[src/rtl/shift_arb_ctrl_pkg.sv]
`default_nettype none
// ============================================================================
// Module      : shift_arb_ctrl_pkg
// Description : Shared FSM state encoding, counter type and default sizing
//               for the shift_arb_ctrl serial transfer controller.
// Revision    : 1.0 - initial release
// ============================================================================
package shift_arb_ctrl_pkg;

    // FSM state encoding (explicit 2-bit width)
    typedef logic [1:0] state_t;
    localparam state_t c_S_IDLE  = 2'd0;
    localparam state_t c_S_SHIFT = 2'd1;
    localparam state_t c_S_DONE  = 2'd2;
    localparam state_t c_S_GAP   = 2'd3;

    // Default frame length and inter-frame idle gap
    localparam int c_WIDTH_DEFAULT = 8;
    localparam int c_GAP_DEFAULT   = 1;

    // Shared bit/gap counter; 6 bits covers WIDTH up to 32 and GAP up to 15
    localparam int c_CNT_W = 6;
    typedef logic [c_CNT_W-1:0] cnt_t;

endpackage
`default_nettype wire

[src/rtl/rr_arb2.sv]
`default_nettype none
// ============================================================================
// Module      : rr_arb2
// Description : Two-requester round-robin arbiter. Grant is combinational and
//               one-hot; the priority pointer advances on the update strobe
//               so the requester just served loses the next tie.
// Revision    : 1.0 - initial release
// ============================================================================
module rr_arb2 (
    input  logic clk,
    input  logic rst,      // asynchronous, active-low
    input  logic req0,
    input  logic req1,
    input  logic update,
    output logic gnt0,
    output logic gnt1
);

    // 1 = requester 1 wins a tie, 0 = requester 0 wins a tie
    logic r_prio1;

    // One-hot grant: lone requester wins, ties broken by the pointer
    always_comb begin
        gnt0 = req0 & (~req1 | ~r_prio1);
        gnt1 = req1 & (~req0 | r_prio1);
    end

    // Pointer moves to favour the requester that was not just granted
    always_ff @(posedge clk or negedge rst) begin
        if (!rst) begin
            r_prio1 <= 1'b0;
        end else if (update) begin
            r_prio1 <= gnt0;
        end
    end

endmodule
`default_nettype wire

[src/rtl/shift_arb_ctrl.sv]
`default_nettype none
// ============================================================================
// Module      : shift_arb_ctrl
// Description : Arbitrates two parallel-word requesters onto one serial link.
//               The granted word is shifted out MSB first while the serial
//               input is captured, followed by a one-cycle DONE and an
//               optional idle gap. All outputs come straight from flops.
// Revision    : 1.0 - initial release
// ============================================================================
module shift_arb_ctrl
    import shift_arb_ctrl_pkg::*;
#(
    parameter int WIDTH = c_WIDTH_DEFAULT,
    parameter int GAP   = c_GAP_DEFAULT
) (
    input  logic             clk,
    input  logic             rst,      // asynchronous, active-low
    input  logic             req0,
    input  logic             req1,
    input  logic [WIDTH-1:0] data0,
    input  logic [WIDTH-1:0] data1,
    output logic             gnt0,
    output logic             gnt1,
    output logic             so,
    output logic             sen,
    input  logic             si,
    output logic [WIDTH-1:0] rx_data,
    output logic             done0,
    output logic             done1,
    output logic             busy
);

    localparam cnt_t c_LAST_BIT = cnt_t'(WIDTH - 1);
    localparam cnt_t c_LAST_GAP = cnt_t'(GAP - 1);

    state_t           r_state;
    state_t           w_state_nxt;
    cnt_t             r_cnt;
    logic [WIDTH-1:0] r_tx;
    logic [WIDTH-2:0] r_rx;
    logic [WIDTH-1:0] w_rx_shift;
    logic [WIDTH-1:0] r_rx_data;
    logic             r_owner;
    logic             r_gnt0;
    logic             r_gnt1;
    logic             r_sen;
    logic             r_done0;
    logic             r_done1;
    logic             r_busy;
    logic             w_arb_upd;
    logic             w_arb_g0;
    logic             w_arb_g1;

    rr_arb2 u_arb (
        .clk    (clk),
        .rst    (rst),
        .req0   (req0),
        .req1   (req1),
        .update (w_arb_upd),
        .gnt0   (w_arb_g0),
        .gnt1   (w_arb_g1)
    );

    // Receive word including the bit arriving on this edge; the top bit of
    // the previous shift value falls off, so r_rx only keeps WIDTH-1 bits.
    assign w_rx_shift = {r_rx, si};

    // State register
    always_ff @(posedge clk or negedge rst) begin
        if (!rst) begin
            r_state <= c_S_IDLE;
        end else begin
            r_state <= w_state_nxt;
        end
    end

    // Next-state logic; requests are only looked at while idle
    always_comb begin
        w_state_nxt = r_state;
        w_arb_upd   = 1'b0;
        case (r_state)
            c_S_IDLE: begin
                if (req0 | req1) begin
                    w_state_nxt = c_S_SHIFT;
                    w_arb_upd   = 1'b1;
                end
            end
            c_S_SHIFT: begin
                if (r_cnt == c_LAST_BIT) begin
                    w_state_nxt = c_S_DONE;
                end
            end
            c_S_DONE: begin
                w_state_nxt = (GAP == 0) ? c_S_IDLE : c_S_GAP;
            end
            c_S_GAP: begin
                if (r_cnt == c_LAST_GAP) begin
                    w_state_nxt = c_S_IDLE;
                end
            end
            default: begin
                w_state_nxt = c_S_IDLE;
            end
        endcase
    end

    // Datapath and registered outputs. tx is zero-filled as it shifts, so
    // its MSB is already 0 whenever no frame is on the wire and can drive so
    // directly.
    always_ff @(posedge clk or negedge rst) begin
        if (!rst) begin
            r_cnt     <= '0;
            r_tx      <= '0;
            r_rx      <= '0;
            r_rx_data <= '0;
            r_owner   <= 1'b0;
            r_gnt0    <= 1'b0;
            r_gnt1    <= 1'b0;
            r_sen     <= 1'b0;
            r_done0   <= 1'b0;
            r_done1   <= 1'b0;
            r_busy    <= 1'b0;
        end else begin
            r_gnt0  <= 1'b0;
            r_gnt1  <= 1'b0;
            r_done0 <= 1'b0;
            r_done1 <= 1'b0;
            r_busy  <= (w_state_nxt != c_S_IDLE);
            case (r_state)
                c_S_IDLE: begin
                    if (w_arb_upd) begin
                        r_tx    <= w_arb_g1 ? data1 : data0;
                        r_owner <= w_arb_g1;
                        r_gnt0  <= w_arb_g0;
                        r_gnt1  <= w_arb_g1;
                        r_sen   <= 1'b1;
                        r_cnt   <= '0;
                    end
                end
                c_S_SHIFT: begin
                    r_tx <= {r_tx[WIDTH-2:0], 1'b0};
                    r_rx <= w_rx_shift[WIDTH-2:0];
                    if (r_cnt == c_LAST_BIT) begin
                        r_sen     <= 1'b0;
                        r_rx_data <= w_rx_shift;
                        r_done0   <= ~r_owner;
                        r_done1   <= r_owner;
                        r_cnt     <= '0;
                    end else begin
                        r_cnt <= r_cnt + cnt_t'(1);
                    end
                end
                c_S_DONE: begin
                    r_cnt <= '0;
                end
                c_S_GAP: begin
                    r_cnt <= r_cnt + cnt_t'(1);
                end
                default: begin
                    r_cnt <= '0;
                end
            endcase
        end
    end

    assign gnt0    = r_gnt0;
    assign gnt1    = r_gnt1;
    assign so      = r_tx[WIDTH-1];
    assign sen     = r_sen;
    assign rx_data = r_rx_data;
    assign done0   = r_done0;
    assign done1   = r_done1;
    assign busy    = r_busy;

endmodule
`default_nettype wire

[config.mk]
export PLATFORM = sky130hd
export DESIGN_NAME = shift_arb_ctrl
export DESIGN_NICKNAME = d
export VERILOG_FILES = /design/src/rtl/shift_arb_ctrl_pkg.sv /design/src/rtl/rr_arb2.sv /design/src/rtl/shift_arb_ctrl.sv
export SDC_FILE = /design/constraint.sdc
export NUM_CORES = 1
export LEC_CHECK = 0
export CAP_MARGIN = 20
export CORE_MARGIN = 1
export CORE_UTILIZATION = 31
export DETAILED_ROUTE_END_ITERATION = 7
export GPL_ROUTABILITY_DRIVEN = 0
export GPL_TIMING_DRIVEN = 0
export PLACE_DENSITY_LB_ADDON = 0.08
export SETUP_SLACK_MARGIN = 0.5
export SLEW_MARGIN = 25
export SYNTH_ARGS = -nofsm -noshare
export SYNTH_HDL_FRONTEND = slang
export SYNTH_SLANG_ARGS = --single-unit
[constraint.sdc]
create_clock -name clk -period 1.7 [get_ports clk]
set_input_delay 0.34 -clock clk [delete_from_list [all_inputs] [get_ports clk]]
set_output_delay 0.34 -clock clk [all_outputs]
set_load 0.1 [all_outputs]
Word level (Yosys, flattened, before mapping)
Cells that the tools add are included.
{"block": "word_totals", "ramBits": 0, "latchBits": 0, "inputBits": 21, "reg_bits": 39, "out_inout_bits": 15, "n_memories": 0, "rom_bits": 0}
{"block": "op_classes", "n_reduce_logical": 8, "bitwise_logic": 9, "n_lt_le_gt_ge": 0, "n_mul": 0, "shift": 0, "n_eq_ne": 6, "n_mux": 23, "addsub": 1, "div_mod_pow": 0}
{"cell": "one-hot mux 6 bit (4 select lines)", "n": 1}
{"cell": "two-way mux 8 bit", "n": 2}
{"cell": "one-hot mux 8 bit (2 select lines)", "n": 1}
{"cell": "two-way mux 1 bit", "n": 12}
{"cell": "two-way mux 6 bit", "n": 2}
{"cell": "one-hot mux 2 bit (4 select lines)", "n": 1}
{"cell": "adder 6 x 1 -> 6 bit (second input constant)", "n": 1}
{"cell": "== test 6 x 3 -> 1 bit (second input constant)", "n": 1}
{"cell": "zero test 6 bit", "n": 1}
{"cell": "two-way mux 2 bit", "n": 3}
{"cell": "AND reduction 2 bit", "n": 3}
{"cell": "== test 2 bit (second input constant)", "n": 2}
{"cell": "inverter 1 bit", "n": 4}
{"cell": "nonzero test 2 bit", "n": 2}
{"cell": "OR 1 bit", "n": 3}
{"cell": "AND reduction 3 bit", "n": 1}
{"cell": "bitwise AND 1 bit", "n": 2}
{"cell": "== test 2 x 1 -> 1 bit (second input constant)", "n": 1}
{"cell": "zero test 2 bit", "n": 1}
{"cell": "!= test 2 x 1 -> 1 bit (second input constant)", "n": 1}
{"cell": "!= test 2 bit (second input constant)", "n": 1}
{"cell": "one-hot mux 1 bit (2 select lines)", "n": 1}

Depth between registers and ports, before layout
Gate-level depths: netlist of run 1.
{"block": "logic_depth", "word_depth": 6, "ltp_mapped": 5}

Cells and area by module
Synthesis of run 1 repeated with hierarchy kept, for this count alone.
{"block": "hier_totals", "hier_cells": 140, "area_unflattened_um2": 1752.9}
{"module": "shift_arb_ctrl", "cells_per_inst": 135, "seq_area_each_um2": 950.9, "instances": 1, "area_each_um2": 1690.4}
{"module": "rr_arb2", "cells_per_inst": 5, "seq_area_each_um2": 25.0, "instances": 1, "area_each_um2": 62.6}

Worst setup path after synthesis of run 1
No wires, ideal clock.
{"block": "synth_path", "kind": "register -> register", "start": "register r_cnt[3]", "end": "register r_rx_data[2] (netlist: rx_data[2])", "path_buffers": 0, "required_ns": 1.575, "t_arrival_ns": 1.582, "setup_slack_ns": -0.007, "path_stages_with_launch": 5, "synth_period_minus_slack_ns": 1.707, "cell_sequence": "dfrtp_1 > or3_4 > or2_4 > nor2_4 > mux2_2"}
{"block": "synth_between", "elab_chain_cells": 2}
{"item": "start, declared", "line_no": "shift_arb_ctrl.sv:38", "source": "cnt_t r_cnt;"}
{"item": "start signal, assigned", "line_no": "shift_arb_ctrl.sv:150", "source": "r_cnt <= r_cnt + cnt_t'(1);"}
{"item": "start signal, assigned", "line_no": "shift_arb_ctrl.sv:157", "source": "r_cnt <= r_cnt + cnt_t'(1);"}
{"item": "== test 6 x 3 -> 1 bit", "line_no": "shift_arb_ctrl.sv:143", "source": "if (r_cnt == c_LAST_BIT) begin"}
{"item": "AND reduction 2 bit (no line)"}
{"item": "end signal, assigned", "line_no": "shift_arb_ctrl.sv:145", "source": "r_rx_data <= w_rx_shift;"}
{"item": "end, declared", "line_no": "shift_arb_ctrl.sv:42", "source": "logic [WIDTH-1:0] r_rx_data;"}
Every way passes these cells.
A chain may end at the register's enable or synchronous reset.

Final worst setup path of run 1
{"block": "layout_path", "start": "register r_cnt[5]", "end": "register r_rx_data[2] (netlist: rx_data[2])"}
The elaborated chain is that of the path after synthesis.

==> results.txt, run 1 <==
GRT met2 Usage - 24.48%
Top_reg_cell synth - dfrtp_1
Worst EP arrival - 1.87 ns
Largest net degree at the start of global routing - 24
Core Rows - 26
R2r worst-path depth - 4
DR WL/cell - 13.20 µm
Worst VDD drop - 0.9616 mV
Ant. Diodes - 0
Actual slew at the worst max-slew pin - 0.4778 ns
Layout cells sized above 1 - 47.56%
Critical path buffers and inverters - 0
Final WL - 3.894 mm
Maximum root-to-sink buffer count - 2
Dpl cells - 259
Post-Synthesis Net Count - 176
Worst-case hold slack - 0.4797 ns
Die W - 75.76 µm
Total Die Area - 0.005740 mm²
Via density - 4.725
Crit Path Max Fanout - 6
Chip height - 75.76 µm
Internal Power - 3535 µW
Largest family of logic cells by synthesized area - simple AND/OR/NAND/NOR gates
Synth Area in Simple Gates - 14.84%
LEAKAGE - 0.001335 µW
Worst setup SP type - flip-flop
Initial antenna violation count - 0
Core area - 0.005172 mm²
EDFF count, synth - 0
Fmax - 589.3 MHz
Post-route ant nets - 0
Comb power frac - 58.0%
Clk sinks - 39
Period minus WS final - 1.697 ns
Reg power frac - 27.3%
CP Class - reg -> reg
Total vias in the final route - 1394
Worst setup endpoint - rx_data[2]
Status - finished, final reports clean
Multi-input gate area - 845.8 µm²
Clock latency on the worst-skew pair - 0.29 ns
Slowest stage delay, CP - 0.40 ns
Residual DRC - 0
Final hold vios - 0
# fillers - 441
Grt ovf - 0
Final net count - 247
Distinct cells, synth - 29
Pins Over Slew Limit - 0
Vias in the first global route - 1324
Finished Core Util - 56.63%
Synth Instances - 153
FF/Latch Area - 991.0 µm²
Crit path from - r_cnt[5]
Cell Count, Final, Fillers Out - 295
CP max-delay cell - dfrtp_1
Grt peak-use layer - met2
Multiplexer share of the synthesized area - 10.76%
Setup violators final - 0
Tcrit/Tclk final - 99.82%
PnR worst setup slack - 0.003030 ns
Yosys warning total - 0
Place WS - -0.3027 ns
IO Port Bufs - 35
Clk network pwr share - 14.7%
First-pass iteration count of the detailed router - 4
Async set-or-reset flop fraction in the synthesized netlist - 100.0%
Layout Area Growth over Synthesis - 73.66%
Starting Density - 32.61%
PwrDens - 2103 mW/mm²
CP delay by family, top - simple AND/OR/NAND/NOR gates
Sequential-to-total area share from yosys stat - 57.86%
Grt met1 use - 18.89%
Max-Cap Viols - 0
Hpwl dp - 2.439 mm
Post-Synth Adder-Cell Area - 1.484%
All-Layer GR Usage - 15.07%
Complex-gate fraction of the synthesized area - 11.42%
RSZ-0062 raised after global routing - true
Sw Ratio - 42.60%
Clk slew on worst S/H paths - 0.08 ns
I/O pins - 36
CP Capture Type - flip-flop
First-pass GRT wire length - 6.306 mm
Max-slew headroom - 68.15%
CTS H-Tree Depth - 2
TritonCTS clock tree - done
Synthesized area - 0.001687 mm²
Xor/xnor cell area share of the yosys netlist - 1.039%
P_sw - 2624 µW
Critical R2R Capture - rx_data[2]
CP Cell Sequence - or3_4 -> or2_4 -> nor2_4 -> mux2_4
CP Depth - 4
Skew final - 0.006121 ns
Critical R2R Launch - r_cnt[5]
Clock Root Buffer - clkbuf_8
CTS Buf Count - 5
DRT iter0 DRCs - 63
Worst R2R Setup Slack - 0.003 ns
Avg Inst Size Synth - 11.02 µm²
Power, Total - 6159 µW
CP Data Required Time - 1.88 ns
Worst min-delay path class - reg -> reg
Met3 Use GR - 3.836%
FF+latch count, synth - 39
-- kinds of logic (layout without fill, tap and decap cells) --
family / after synthesis / count (layout)
simple gates: 52 / 52
mux: 16 / 16
xor+xnor: 2 / 2
flops: 39 / 39
fa+ha+maj: 2 / 2
buf+inv: 11 / 83
compound gates: 31 / 31
-- cell type report --
type,instances,share of cell area [%]
buffer,5,2.734
sequential,39,33.83
inverter,6,0.7689
tap,70,2.990
clock inverter,2,2.050
clock buffer,6,2.478
timing repair buffer,64,26.27
multi-input combinational,103,28.88
-- metal layers --
| metal | vias to the layer above | share of wire [%] |
|---|---|---|
| met5 | - | 0 |
| met4 | 0 | 1.6 |
| met3 | 6 | 3.1 |
| met2 | 20 | 50 |
| met1 | 697 | 45 |
| li1 | 671 | - |
-- layout by cell type (no fill, tap or decap), drive strengths merged, types with 3 or more instances in the layout --
cell type      instances
dfrtp                 39
buf                   47
nor2                   4
a22oi                  7
nand2                 32
mux2i                  8
nand3                  6
mux2                   8
o21ai                 17
o31ai                  3
clkdlybuf4s50         17
clkbuf                 8
inv                    6
-- synth_stat cells (all sizes together) (2+ instances only) --
cell type | number | share of area, %
inv | 6 | 1.3
or2 | 2 | 0.89
clkbuf | 4 | 0.96
o31ai | 3 | 1.3
or3 | 2 | 1.0
nor2b | 2 | 0.74
dfrtp | 39 | 58
mux2 | 8 | 6.0
mux2i | 8 | 4.7
o21ai | 17 | 5.0
nand2 | 32 | 7.1
nand3 | 6 | 1.8
a21o | 2 | 0.89
nor2 | 4 | 1.3
a22oi | 7 | 3.1
ha | 2 | 1.5
nor4 | 2 | 0.74
-- metrics by stage --
step | TNS, ns | area, µm²
2_1_floorplan | 0 | 1735
3_3_place_gp | -31.32 | 2173
3_5_place_dp | -4.706 | 2196
4_1_cts | -0.1614 | 2829
5_1_grt | -0.2594 | 2929
6_report | 0 | 2929
-- flip-flops by register name (all words and copies together) (netlist names) --
register / cells
u_arb.r_prio1: 1
gnt0: 1
busy: 1
done1: 1
r_state: 2
gnt1: 1
done0: 1
r_cnt: 6
r_owner: 1
r_tx: 8
rx_data: 8
r_rx: 7
sen: 1
-- how the worst min path moves through the flow --
stage,from,endpoint,slack (ns),depth (start not counted)
6_report,r_owner,done0,0.48,1
5_1_grt,r_owner,done0,0.50,1
4_1_cts,r_rx[6],r_rx[6],0.49,2
3_5_place_dp,rst,r_rx[6],0.31,1
3_3_place_gp,r_owner,done0,0.44,1
2_1_floorplan,rst,busy,0.04,0
-- power groups by stage --
| stage | Sequential (µW) | Combinational, µW | Clock [µW] |
|---|---|---|---|
| 6_report | 1680 | 3570 | 904 |
| 5_1_grt | 1730 | 3790 | 967 |
| 4_1_cts | 1660 | 3410 | 924 |
| 3_5_place_dp | 1590 | 2450 | 0 |
| 3_3_place_gp | 1580 | 2410 | 0 |
| 2_1_floorplan | 2560 | 855 | 0 |
-- timing repair --
item / in CTS / in global routing
endpoints found under the setup margin: 54 / 52
setup buffers: 17 / 8
hold endpoints to repair: 16 / 0
gates resized for setup: 192 / 14
pin swaps: 20 / 7
cloned: 2 / 0
hold buffers: 1 / 0
No activity file was read; power rests on OpenSTA's default activity.
==> inputs of run 2 (changes only) <==
--- a/config.mk
+++ b/config.mk
@@ -6,7 +6,7 @@
 export NUM_CORES = 1
 export LEC_CHECK = 0
 export CAP_MARGIN = 20
-export CORE_MARGIN = 1
+export CORE_MARGIN = 3
 export CORE_UTILIZATION = 31
 export DETAILED_ROUTE_END_ITERATION = 7
 export GPL_ROUTABILITY_DRIVEN = 0
==> run 2 against run 1 <==
Compared with the run above: sequential cell count unchanged; sequential power barely moved; routed wire length increased by 2.9%; maximum frequency barely moved; clock power shrank 33%; die area up 11%; final cell count rose by 0.68%; largest cell class unchanged; first-iteration DRC count decreased by 43%; combinational power is 4% higher.
==> results.txt, run 2 (synthesis gave the netlist of run 1 again) <==
Met3 Routed Length - 117 µm (was 120 µm)
Chip height - 79.76 µm (was 75.76 µm)
Finished Core Util - 56.63% (unchanged)
Total vias in the final route - 1376 (was 1394)
CP Class - reg -> reg (unchanged)
P_sw - 2684 µW (was 2624 µW)
Core Rows - 26 (unchanged)
CP Capture Type - flip-flop (unchanged)
Ant. Diodes - 0 (unchanged)
Setup TNS - 0 ns (unchanged)
Starting Density - 32.61% (unchanged)
Worst R2R Setup Slack - 0.003 ns (about the same)
Internal Power - 3306 µW (was 3535 µW)
Skew final - 0.006035 ns (was 0.006121 ns)
Worst VDD drop - 0.8219 mV (was 0.9616 mV)
Critical R2R Launch - r_cnt[4] (was r_cnt[5])
Grt ovf - 0 (unchanged)
Pins Over Slew Limit - 0 (unchanged)
DR WL/cell - 13.49 µm (was 13.20 µm)
Hold Path Origin - req0 (was r_owner)
First-pass iteration count of the detailed router - 6 (was 4)
Post-route ant nets - 0 (unchanged)
CP delay by family, top - simple AND/OR/NAND/NOR gates (unchanged)
All-Layer GR Usage - 13.53% (was 15.07%)
Layout cells sized above 1 - 49.34% (was 47.56%)
Max-slew headroom - 70.20% (was 68.15%)
Largest net degree at the start of global routing - 24 (unchanged)
Final hold vios - 0 (unchanged)
Met1 wire length - 1.780 mm (was 1.769 mm)
CP Cell Sequence - or3_4 -> or2_4 -> nor2_4 -> mux2_4 (unchanged)
DRT iter0 DRCs - 36 (was 63)
Critical R2R Capture - rx_data[2] (unchanged)
LEAKAGE - 0.001332 µW (was 0.001335 µW)
Worst setup SP type - flip-flop (unchanged)
Initial antenna violation count - 0 (unchanged)
Hold path cells - 3 (was 1)
Comb power frac - 61.9% (was 58.0%)
RSZ-0062 raised after global routing - true (unchanged)
Crit path from - r_cnt[4] (was r_cnt[5])
CTS H-Tree Depth - 2 (unchanged)
Clk sinks - 39 (unchanged)
Crit Path Max Fanout - 6 (unchanged)
Commonest non-fill, non-tap cell in the layout - nand2_1 (unchanged)
Max-Cap Viols - 0 (unchanged)
Core area - 0.005172 mm² (unchanged)
Period minus WS final - 1.697 ns (about the same)
Sw Ratio - 44.81% (was 42.60%)
Die W - 79.76 µm (was 75.76 µm)
Actual slew at the worst max-slew pin - 0.4470 ns (was 0.4778 ns)
Slowest stage delay, CP - 0.39 ns (was 0.40 ns)
Residual DRC - 0 (unchanged)
Placed instance area - 0.002196 mm² (unchanged)
TritonCTS clock tree - done (unchanged)
Clk slew on worst S/H paths - 0.08 ns (about the same)
Reg power frac - 28.0% (was 27.3%)
Hpwl dp - 2.542 mm (was 2.439 mm)
Cell Count, Final, Fillers Out - 297 (was 295)
CP max-delay cell - dfrtp_1 (unchanged)
CP Data Required Time - 1.87 ns (was 1.88 ns)
Worst min-delay path class - in -> reg (was reg -> reg)
Critical path buffers and inverters - 0 (unchanged)
Vias in the first global route - 1410 (was 1324)
Final WL - 4.006 mm (was 3.894 mm)
Setup violators final - 0 (unchanged)
Top Layer Used - met4 (unchanged)
Via density - 4.633 (was 4.725)
Clk network pwr share - 10.1% (was 14.7%)
CP Depth - 4 (unchanged)
Maximum root-to-sink buffer count - 2 (unchanged)
Most frequent cells in the layout - nand2_1, dfrtp_1, buf_4 (unchanged)
Clock Root Buffer - clkbuf_8 (unchanged)
Layout Area Growth over Synthesis - 73.66% (unchanged)
First-pass GRT wire length - 6.582 mm (was 6.306 mm)
# fillers - 425 (was 441)
IO Port Bufs - 35 (unchanged)
Status - finished, final reports clean (unchanged)
Dpl cells - 259 (unchanged)
I/O pins - 36 (unchanged)
R2r worst-path depth - 4 (unchanged)
Final instance area - 0.002929 mm² (unchanged)
Tcrit/Tclk final - 99.84% (was 99.82%)
DR WL met2 - 2.059 mm (was 1.940 mm)
Hold EP - gnt0 (was done0)
Fmax - 589.2 MHz (was 589.3 MHz)
Worst EP arrival - 1.87 ns (about the same)
Worst-case hold slack - 0.4482 ns (was 0.4797 ns)
Total Die Area - 0.006362 mm² (was 0.005740 mm²)
Clock latency on the worst-skew pair - 0.29 ns (about the same)
Final net count - 249 (was 247)
CTS Buf Count - 5 (unchanged)
PwrDens - 2045 mW/mm² (was 2103 mW/mm²)
run 2: cell types whose count changed in the layout (fill, tap and decap cells not counted), moves of 2 or more:
cell / before / now
o21ai_0: 6 / 1
o21ai_1: 4 / 8
a22oi_1: 3 / 0
a22oi_2: 4 / 7
buf_6: 5 / 8
buf_4: 21 / 19
bufinv_16: 2 / 0
o21ai_2: 5 / 7
run 2: how the worst max path moves through the flow:
stage | to
after global placement | busy
after global routing | rx_data[2]
after CTS | rx_data[2]
after floorplan | rx_data[2]
after detailed placement | r_tx[0]
final | rx_data[2]
run 2: routing by layer:
metal | track usage (%) | vias up
met2 | 22.29 | 18
met3 | 3.160 | 5
met5 | 0 | -
met4 | 4.561 | 0
met1 | 17.45 | 679
li1 | - | 674
run 2: repair_timing:
action	4_1_cts	5_1_grt
pin swaps	24	6
buffers inserted	20	7
hold buffers	1	0
endpoints found under the hold margin	14	0
resized for setup	207	13
gates cloned	2	0
setup endpoints to repair	54	51
run 2: power groups by stage:
stage	clock (µW)	combinational, µW	sequential (µW)
after floorplan	0	855	2560
after global placement	0	2420	1580
after CTS	627	3540	1680
after global routing	669	3920	1730
final	604	3710	1680
after detailed placement	0	2450	1590
run 2: cell type report:
cell class                      count  area [µm²]  share of cell area, %
Inverter                            6       22.52                 0.7689
Timing Repair Buffer               66       798.3                  27.25
Sequential cell                    39       991.0                  33.83
Tap cell                           70       87.58                  2.990
Clock inverter                      2       12.51                 0.4272
Clock buffer                        6       72.57                  2.478
Buffer                              5       80.08                  2.734
Multi-Input combinational cell    103       864.6                  29.52
run 2: through the flow:
stage                     setup WS [ns]  total power, µW
after detailed placement        -0.3064             4041
after global routing           -0.04992             6320
final                          0.002742             5990
after floorplan                 0.06777             3415
after CTS                      -0.03681             5848
after global placement          -0.7983             4002
run 2: worst min-delay path, cell delays in order:
cell       delay, ns
buf_2           0.15
inv_1           0.14
a2111oi_4       0.07
==> inputs of run 3 (changes only) <==
--- a/config.mk
+++ b/config.mk
@@ -5,9 +5,10 @@
 export SDC_FILE = /design/constraint.sdc
 export NUM_CORES = 1
 export LEC_CHECK = 0
+export ABC_CLOCK_PERIOD_IN_PS = 1700
 export CAP_MARGIN = 20
 export CORE_MARGIN = 3
-export CORE_UTILIZATION = 31
+export CORE_UTILIZATION = 45
 export DETAILED_ROUTE_END_ITERATION = 7
 export GPL_ROUTABILITY_DRIVEN = 0
 export GPL_TIMING_DRIVEN = 0
==> run 3 against run 2 <==
Compared with the run above: non-clock buffer count fell by 5; final cell count decreased by 9.8%; highest routed layer unchanged; via count grew 4.4%; final area is 1.5% lower; critical path type unchanged; clock-buffer cell count is 1 higher; hold slack got worse by 0.0082 ns; the run now ends with setup timing left.
==> results.txt, run 3 (synthesis gave the netlist of run 1 again) <==
Max-Cap Viols - 0 (unchanged)
Fmax - 582.4 MHz (was 589.2 MHz)
Tcrit/Tclk final - 101.0% (was 99.84%)
Hpwl dp - 2.523 mm (was 2.542 mm)
# fillers - 180 (was 425)
Grt peak-use layer - met2 (unchanged)
All-Layer GR Usage - 21.73% (was 13.53%)
Actual slew at the worst max-slew pin - 0.4687 ns (was 0.4470 ns)
Maximum root-to-sink buffer count - 2 (unchanged)
Layout cells sized above 1 - 50.45% (was 49.34%)
Most frequent cells in the layout - dfrtp_1, nand2_1, clkdlybuf4s50_1 (was nand2_1, dfrtp_1, buf_4)
Ant. Diodes - 0 (unchanged)
Worst EP arrival - 1.88 ns (was 1.87 ns)
CP Class - reg -> reg (unchanged)
Hold path cells - 3 (unchanged)
Worst setup SP type - flip-flop (unchanged)
LEAKAGE - 0.001332 µW (about the same)
DRT iter0 DRCs - 68 (was 36)
First-pass iteration count of the detailed router - 5 (was 6)
RSZ-0062 raised after global routing - true (unchanged)
Clock Root Buffer - clkbuf_8 (unchanged)
CTS H-Tree Depth - 2 (unchanged)
GRT met2 Usage - 38.28% (was 22.29%)
Via density - 5.362 (was 4.633)
Final net count - 244 (was 249)
DR WL/cell - 18.12 µm (was 13.49 µm)
CTS Buf Count - 5 (unchanged)
Chip height - 67.22 µm (was 79.76 µm)
Final hold vios - 0 (unchanged)
PwrDens - 2161 mW/mm² (was 2045 mW/mm²)
Worst-case hold slack - 0.4400 ns (was 0.4482 ns)
Total Die Area - 0.004519 mm² (was 0.006362 mm²)
Worst R2R Setup Slack - -0.02 ns (was 0.003 ns)
Violations in the final reports - setup timing
Status - finished, violations left (was finished, final reports clean)
Commonest non-fill, non-tap cell in the layout - dfrtp_1 (was nand2_1)
IO Port Bufs - 35 (unchanged)
Grt ovf - 0 (unchanged)
Max-slew headroom - 68.75% (was 70.20%)
Period minus WS final - 1.717 ns (was 1.697 ns)
Skew final - 0.01144 ns (was 0.006035 ns)
Total vias in the final route - 1437 (was 1376)
Post-route ant nets - 0 (unchanged)
Final WL - 4.855 mm (was 4.006 mm)
Die W - 67.22 µm (was 79.76 µm)
Residual DRC - 0 (unchanged)
CP Capture Type - flip-flop (unchanged)
Pins Over Slew Limit - 0 (unchanged)
Clk slew on worst S/H paths - 0.08 ns (about the same)
Finished Core Util - 83.19% (was 56.63%)
I/O pins - 36 (unchanged)
Clk sinks - 39 (unchanged)
Grt met1 use - 25.41% (was 17.45%)
Worst min-delay path class - in -> reg (unchanged)
Vias in the first global route - 1487 (was 1410)
Worst VDD drop - 1.337 mV (was 0.8219 mV)
Largest net degree at the start of global routing - 26 (was 24)
CP Data Required Time - 1.87 ns (about the same)
Core area - 0.003468 mm² (was 0.005172 mm²)
Starting Density - 48.63% (was 32.61%)
TritonCTS clock tree - done (unchanged)
Critical R2R Launch - r_cnt[4] (unchanged)
Core Rows - 21 (was 26)
First-pass GRT wire length - 7.176 mm (was 6.582 mm)
Layout Area Growth over Synthesis - 71.07% (was 73.66%)
Hold Path Origin - req0 (unchanged)
Met3 Use GR - 5.657% (was 3.160%)
Initial antenna violation count - 0 (unchanged)
Final instance area - 0.002885 mm² (was 0.002929 mm²)
Crit Path Max Fanout - 6 (unchanged)
R2r worst-path depth - 4 (unchanged)
Critical R2R Capture - rx_data[3] (was rx_data[2])
PnR worst setup slack - -0.01704 ns (was 0.002742 ns)
Placed instance area - 0.002166 mm² (was 0.002196 mm²)
Hold EP - gnt0 (unchanged)
Clock latency on the worst-skew pair - 0.29 ns (about the same)
Setup violators final - 5 (was 0)
-- run 3: cell count changes in the layout (fill, tap and decap cells not counted), sizes merged --
cell    before  now
clkinv       1    0
buf         50   46
-- run 3: critical path: stages, from the launching register on --
cell and delay (ns):
dfrtp_1 0.40, or3_4 0.37, or2_4 0.26, nor2_4 0.23
mux2_4 0.33
-- run 3: layout make-up --
cell class / count / area (µm²) / share of cell area (%)
multi-input combinational: 103 / 878.3 / 30.44
timing repair buffer: 61 / 752.0 / 26.06
clock inverter: 1 / 7.507 / 0.2602
tap: 46 / 57.56 / 1.995
sequential: 39 / 989.7 / 34.30
inverter: 6 / 22.52 / 0.7806
buffer: 5 / 81.33 / 2.819
clock buffer: 7 / 96.34 / 3.339
-- run 3: through the flow --
step                      total power (µW)  setup WS (ns)  cells  setup TNS (ns)
after floorplan                       3415        0.06777    153               0
after CTS                             5801       -0.02218    259        -0.06238
after global placement                3965        -0.7253    234          -28.24
after detailed placement              4044        -0.2756    235          -4.343
after global routing                  6513       -0.05715    268         -0.2604
final                                 6234       -0.01704    268        -0.04385
-- run 3: worst max-delay path by stage --
stage,start,endpoint,cells after the start
floorplan,r_cnt[5],rx_data[2],4
global placement,rst,rx_data[7],1
detailed placement,req0,r_tx[5],6
CTS,r_cnt[5],rx_data[6],4
global route,r_cnt[5],rx_data[3],4
finish,r_cnt[4],rx_data[3],4
-- run 3: metal layers --
layer | vias up | part of all wire (%)
met1 | 723 | 42
met2 | 39 | 52
met4 | 0 | 2.4
met5 | - | 0
met3 | 13 | 4.1
li1 | 662 | -
-- run 3: timing repair --
action                     CTS  global route
gates resized for setup    202            20
pin swaps                   17             3
hold endpoints to repair    14             0
hold buffers                 1             0
gates cloned                 2             0
setup endpoints to repair   54            54
buffers inserted            13             9
-- run 3: where the power goes --
part	total (µW)	leakage, µW	internal (µW)	switching (µW)
logic	3810	0.000807	1690	2120
clock network	700	0.0000505	369	331
registers	1720	0.000475	1320	403
total	6230	0.00133	3380	2860
